`src/rtl/cache_pkg.sv`:
```
// Shared widths, address field layout and write-port payload for the direct-mapped data cache.
package cache_pkg;

  localparam int unsigned DATA_W   = 16;
  localparam int unsigned ADDR_W   = 16;
  localparam int unsigned TAG_W    = 8;
  localparam int unsigned INDEX_W  = 6;
  localparam int unsigned OFFSET_W = 2;

  localparam int unsigned LINES = 1 << INDEX_W;
  localparam int unsigned WORDS = 1 << OFFSET_W;

  localparam int unsigned OFFSET_LSB = 0;
  localparam int unsigned INDEX_LSB  = OFFSET_W;
  localparam int unsigned TAG_LSB    = OFFSET_W + INDEX_W;

  // CPU address as {tag, index, offset}
  typedef struct packed {
    logic [TAG_W-1:0]    tag;
    logic [INDEX_W-1:0]  index;
    logic [OFFSET_W-1:0] offset;
  } addr_t;

  // Single write into the line array; replace retags the line and drops its other words
  typedef struct packed {
    logic                en;
    logic                replace;
    logic [TAG_W-1:0]    tag;
    logic [INDEX_W-1:0]  index;
    logic [OFFSET_W-1:0] offset;
    logic [DATA_W-1:0]   data;
  } wr_req_t;

  function automatic logic [TAG_W-1:0] tag_of(input logic [ADDR_W-1:0] addr);
    return addr[TAG_LSB +: TAG_W];
  endfunction

  function automatic logic [INDEX_W-1:0] index_of(input logic [ADDR_W-1:0] addr);
    return addr[INDEX_LSB +: INDEX_W];
  endfunction

  function automatic logic [OFFSET_W-1:0] offset_of(input logic [ADDR_W-1:0] addr);
    return addr[OFFSET_LSB +: OFFSET_W];
  endfunction

  function automatic logic [WORDS-1:0] word_mask(input logic [OFFSET_W-1:0] offset);
    return WORDS'(1) << offset;
  endfunction

endpackage

```
`src/rtl/cache_line_array.sv`:
```
// Tag/valid/data storage for the cache: async-cleared valid bits, combinational read, one write port.
module cache_line_array
  import cache_pkg::*;
(
  input  logic                clk,
  input  logic                rst_n,
  input  logic [INDEX_W-1:0]  rd_index,
  input  logic [OFFSET_W-1:0] rd_offset,
  output logic [TAG_W-1:0]    rd_tag_c,
  output logic                rd_valid_c,
  output logic [DATA_W-1:0]   rd_data_c,
  input  wr_req_t             wr
);

  logic [TAG_W-1:0]  tag_mem  [LINES];
  logic [DATA_W-1:0] data_mem [LINES][WORDS];
  logic [WORDS-1:0]  valid_q  [LINES];

  // Only the valid bits carry reset; stale tags/data are harmless behind them
  always_ff @(posedge clk or negedge rst_n) begin
    if (!rst_n) begin
      valid_q <= '{default: '0};
    end else if (wr.en) begin
      if (wr.replace) begin
        valid_q[wr.index] <= word_mask(wr.offset);
      end else begin
        valid_q[wr.index] <= valid_q[wr.index] | word_mask(wr.offset);
      end
    end
  end

  always_ff @(posedge clk) begin
    if (wr.en) begin
      data_mem[wr.index][wr.offset] <= wr.data;
      if (wr.replace) begin
        tag_mem[wr.index] <= wr.tag;
      end
    end
  end

  assign rd_tag_c   = tag_mem[rd_index];
  assign rd_valid_c = valid_q[rd_index][rd_offset];
  assign rd_data_c  = data_mem[rd_index][rd_offset];

endmodule

```
`src/rtl/cache.sv`:
```
// Direct-mapped write-through, write-allocate data cache: zero-latency lookup, fill/store on the clock edge.
module cache
  import cache_pkg::*;
(
  input  logic              clk_100,
  input  logic              rst_n,
  input  logic [DATA_W-1:0] data_in,
  output logic [DATA_W-1:0] data_out,
  input  logic [ADDR_W-1:0] addr_in,
  output logic [ADDR_W-1:0] addr_out,
  output logic              hit,
  input  logic              memory_write_en
);

  addr_t             addr_f;
  logic [TAG_W-1:0]  rd_tag;
  logic              rd_valid;
  logic [DATA_W-1:0] rd_data;
  logic              tag_match;
  wr_req_t           wr;

  assign addr_f = addr_t'(addr_in);

  cache_line_array u_lines (
    .clk        (clk_100),
    .rst_n      (rst_n),
    .rd_index   (addr_f.index),
    .rd_offset  (addr_f.offset),
    .rd_tag_c   (rd_tag),
    .rd_valid_c (rd_valid),
    .rd_data_c  (rd_data),
    .wr         (wr)
  );

  // Lookup, miss pass-through and update decision; every store or miss writes the addressed word
  always_comb begin
    tag_match = 1'b0;
    hit       = 1'b0;
    data_out  = data_in;
    addr_out  = addr_in;
    wr        = '0;

    tag_match = (rd_tag == addr_f.tag);
    hit       = rd_valid && tag_match;
    if (hit) begin
      data_out = rd_data;
    end

    wr.en      = memory_write_en || !hit;
    wr.replace = !tag_match;
    wr.tag     = addr_f.tag;
    wr.index   = addr_f.index;
    wr.offset  = addr_f.offset;
    wr.data    = data_in;
  end

endmodule

```
`config.mk`:
```
export PLATFORM = sky130hd
export DESIGN_NAME = cache
export DESIGN_NICKNAME = d
export VERILOG_FILES = /design/src/rtl/cache_pkg.sv /design/src/rtl/cache_line_array.sv /design/src/rtl/cache.sv
export SDC_FILE = /design/constraint.sdc
export NUM_CORES = 2
export LEC_CHECK = 0
export CAP_MARGIN = 10
export CORE_MARGIN = 3
export CORE_UTILIZATION = 40
export CTS_CLUSTER_SIZE = 24
export DETAILED_ROUTE_END_ITERATION = 10
export SLEW_MARGIN = 10
export SYNTH_ARGS = -nofsm -noshare
export SYNTH_HDL_FRONTEND = slang
export SYNTH_MEMORY_MAX_BITS = 65536
export SYNTH_SLANG_ARGS = --single-unit
```
`constraint.sdc`:
```
create_clock -name clk_100 -period 4.9 [get_ports clk_100]
set_input_delay 0.735 -clock clk_100 [delete_from_list [all_inputs] [get_ports clk_100]]
set_output_delay 0.735 -clock clk_100 [all_outputs]
set_load 0.005 [all_outputs]
```
==> impl_metrics.toml <==
[outcome]
outcome = "finished, violations left"
failed_checks = "negative setup slack"

[cells_and_area]
final_design_area_no_fill_sq_mm = 0.228
final_layout_size_suffix_gt1_share_pct = 26.9
final_nets = 12200
layout.core_utilization_pct = 49.6
syn_to_final_growth_pct = 23.4
layout_commonest_cell = "sky130_fd_sc_hd__edfxtp_1"
most-common-layout-cells = "sky130_fd_sc_hd__edfxtp_1, sky130_fd_sc_hd__buf_4, sky130_fd_sc_hd__a22oi_1, sky130_fd_sc_hd__clkbuf_16, sky130_fd_sc_hd__buf_12"

[pwr]
p_switching_mw = 21.0
pwr-share-seq_pct = 51.9
internal_power_mw = 69.0
vdd.ir_drop.worst_v = 0.000336
powerDensity_mw_per_mm2 = 394
total_leakage_power_nw = 74.8
netSwitchingFraction_pct = 23.3
combPwrFrac_pct = 8.3
share_clk_of_total_power_pct = 39.8

[detailed_routing]
viasPerCell = 6.40
via_count = 120000
drc_errors = 0
wl_mm = 656
firstDrtPassIters = 7
wire_per_inst_microns = 34.9
detail_route.iter0.violations = 20300
drt.antenna.violating_nets = 0

[cts]
worstSkewPairLatency_ns = 1.06
clk_pin_slew_worst_paths_ns = 0.06
tritoncts.num_buffers = 470
clock_tree.htree_level_count = 5
clk_path_buf_depth = 4
clockRootBuffer = "sky130_fd_sc_hd__clkbuf_16"
number_of_clock_sinks = 4864
tritoncts = "done"

[place]
placed_area_sq_mm = 0.210
port_buffers = 67
gp_congestion = 0.925
place_hpwl_mm = 416

[synthesis]
synth_top_area_share_pct = 74.8
synthesis.area_sq_mm = 0.185
mappedNetlistNets = 10600
ys_seq_area_share_pct = 78.2
synth-edff-count = 4608
asr_flop_ratio_synth_pct = 5.26
synthCells = 10600
synth_area_leader_cell = "sky130_fd_sc_hd__edfxtp_1"
ys.warnings.count = 0
synth.ff_latch_count = 4864
synth_cell_types = 83
ys.flop_type = "sky130_fd_sc_hd__edfxtp_1"
postSynthAreaPerCell_sq_um = 17.5
ys_top_cells_by_area = "sky130_fd_sc_hd__edfxtp_1, sky130_fd_sc_hd__a22oi_1, sky130_fd_sc_hd__dfrtp_1"

[setup_path]
critical_path_required_ns = 4.16
crit-reg2reg-launch = "u_lines.tag_mem[19][3]"
critPathCapture = "data_out[2]"
crit_path_max_fanout = 7
critical_setup_path_class = "input port to output pin"
r2r_cell_count = 16
regToRegEndpoint = "u_lines.data_mem[53][28]"
setup.worst_path.start_class = "input port"
capturing_element_type_of_the_critical_path = "output pin"
worst-endpoint-arrival_ns = 4.55
r2r_setup_slk_ns = 0.11
critPathLaunch = "addr_in[2]"

[sta]
worst-slew-pin-transition_ns = 1.27
rsz0062_at_grt = "yes"
slew_headroom_pct = 15.0
finalHoldViolCount = 0
setup_viol = 16
final_critical_path_setup_slack_ns = -0.385
period_share_pct = 108
fmax_mhz = 189
fin_crit_ns = 5.29
slew_viol_final = 0
finalClockSkew_ns = 0.157

[floorplanning]
fp.dieArea_sq_mm = 0.471
fp.coreArea_sq_mm = 0.460
die-width_microns = 686
die_h_microns = 686
top_level_ports = 68
placement_rows = 249
floorplan.initialDensity_pct = 40.2

[global_routing]
grt_remaining_overflow = 0
antenna_found_initial = 39
via_count_of_the_first_global_routing_pass = 115000
gr-usage-all-layers_pct = 26.9
global_route_wire_length_before_repair_mm = 907
grt_start_max_net_pins = 185

[min_path]
min_delay_path_depth = 1
worstHoldPathType = "input port to flip-flop"

[job]
maxCapViolations = 0
## what timing repair did
item	CTS	global route
resized for setup	443	36
buffers inserted	94	8
gates cloned	11	1
hold buffers	3	0
pin swaps	117	18
endpoints found under the setup margin	17	113
endpoints found under the hold margin	116	0
## power by group through the flow
stage / Clock [mW] / Sequential, mW / Combinational, mW
3_3_place_gp: 0 / 47.5 / 6.83
5_1_grt: 37.6 / 46.7 / 7.72
2_1_floorplan: 0 / 47.4 / 2.97
4_1_cts: 36.0 / 46.6 / 7.30
6_report: 35.8 / 46.7 / 7.50
3_5_place_dp: 0 / 47.5 / 6.96
## cell type report
cell class	instances	area, sq um
fill	37600	232000
sequential	4864	145000
multi-input combinational	4846	39000
timing repair buffer	1989	21700
clock buffer	578	12300
tap	6149	7690
clock inverter	289	2680
inverter	27	114
antenna	22	55.1
## metal layers
metal	vias up	part of all wire, %	global-route usage [%]
li1	47700	-	-
met2	8729	45	40.7
met4	16	4.7	11.1
met1	62200	38	37.2
met3	1433	13	6.89
met5	-	0.016	0.0808
## cell usage after synthesis, types with 130 or more instances
library cell	n
sky130_fd_sc_hd__a21oi_1	309
sky130_fd_sc_hd__a221oi_1	526
sky130_fd_sc_hd__a22o_1	297
sky130_fd_sc_hd__a22oi_1	985
sky130_fd_sc_hd__a2bb2oi_1	130
sky130_fd_sc_hd__a31oi_1	274
sky130_fd_sc_hd__buf_1	175
sky130_fd_sc_hd__buf_2	242
sky130_fd_sc_hd__clkbuf_1	343
sky130_fd_sc_hd__dfrtp_1	256
sky130_fd_sc_hd__edfxtp_1	4608
sky130_fd_sc_hd__mux2_2	215
sky130_fd_sc_hd__mux2i_1	267
sky130_fd_sc_hd__nand2_1	165
sky130_fd_sc_hd__nor2_1	400
sky130_fd_sc_hd__nor3_1	157
## sequential cells by signal, summed over array words and instances, names as in the netlist
signal,flops
u_lines.data_mem,4096
u_lines.tag_mem,512
u_lines.valid_q,256
## cells by family (layout without fill, tap and decap cells)
kind of cell | count (synthesis) | count (layout) | synth area share, %
DFF | 4864 | 4864 | 78.2
AOI/OAI and AO/OA | 3148 | 3148 | 13.0
and+or+nand+nor | 1124 | 1125 | 2.95
buffers and inverters | 850 | 2883 | 2.03
muxes | 567 | 567 | 3.75
xor gates and xnor gates | 6 | 6 | 0.0284
other | 0 | 22 | 0
## worst max-delay path, cell delays in order
cell and delay, ns:
sky130_fd_sc_hd__buf_16 0.14, sky130_fd_sc_hd__buf_12 0.16, sky130_fd_sc_hd__and3_4 0.19, sky130_fd_sc_hd__buf_12 0.15, sky130_fd_sc_hd__buf_12 0.13, sky130_fd_sc_hd__buf_6 0.11, sky130_fd_sc_hd__buf_12 0.14, sky130_fd_sc_hd__a221oi_4 0.28
sky130_fd_sc_hd__a31oi_2 0.15, sky130_fd_sc_hd__nor4_4 0.35, sky130_fd_sc_hd__buf_4 0.19, sky130_fd_sc_hd__o21ai_4 0.07, sky130_fd_sc_hd__or4_4 0.68, sky130_fd_sc_hd__mux4_2 0.59, sky130_fd_sc_hd__mux2_4 0.31, sky130_fd_sc_hd__buf_6 0.12
## how the worst min path moves through the flow
stage	startpoint	to
after floorplan	rst_n	u_lines.valid_q[0]
after global placement	u_lines.valid_q[205]	u_lines.valid_q[205]
after detailed placement	u_lines.valid_q[104]	u_lines.valid_q[104]
after CTS	data_in[3]	u_lines.data_mem[4][19]
after global routing	data_in[3]	u_lines.data_mem[4][19]
final	data_in[3]	u_lines.data_mem[4][19]
## stage by stage
stage	std cells	hold slack [ns]	TNS (ns)	total power, mW	setup slack (ns)
finish	18800	0.0700	-4.11	89.9	-0.385
global route	18700	0.0465	-4.69	92.0	-0.403
CTS	18700	0.00100	-2.51	89.9	-0.264
detailed placement	17800	0.523	-1584.99	54.5	-1.24
global placement	17800	0.520	-1619.28	54.3	-1.55
floorplan	10600	0.439	0	50.3	0.141
(Power assumes the default switching activity.)
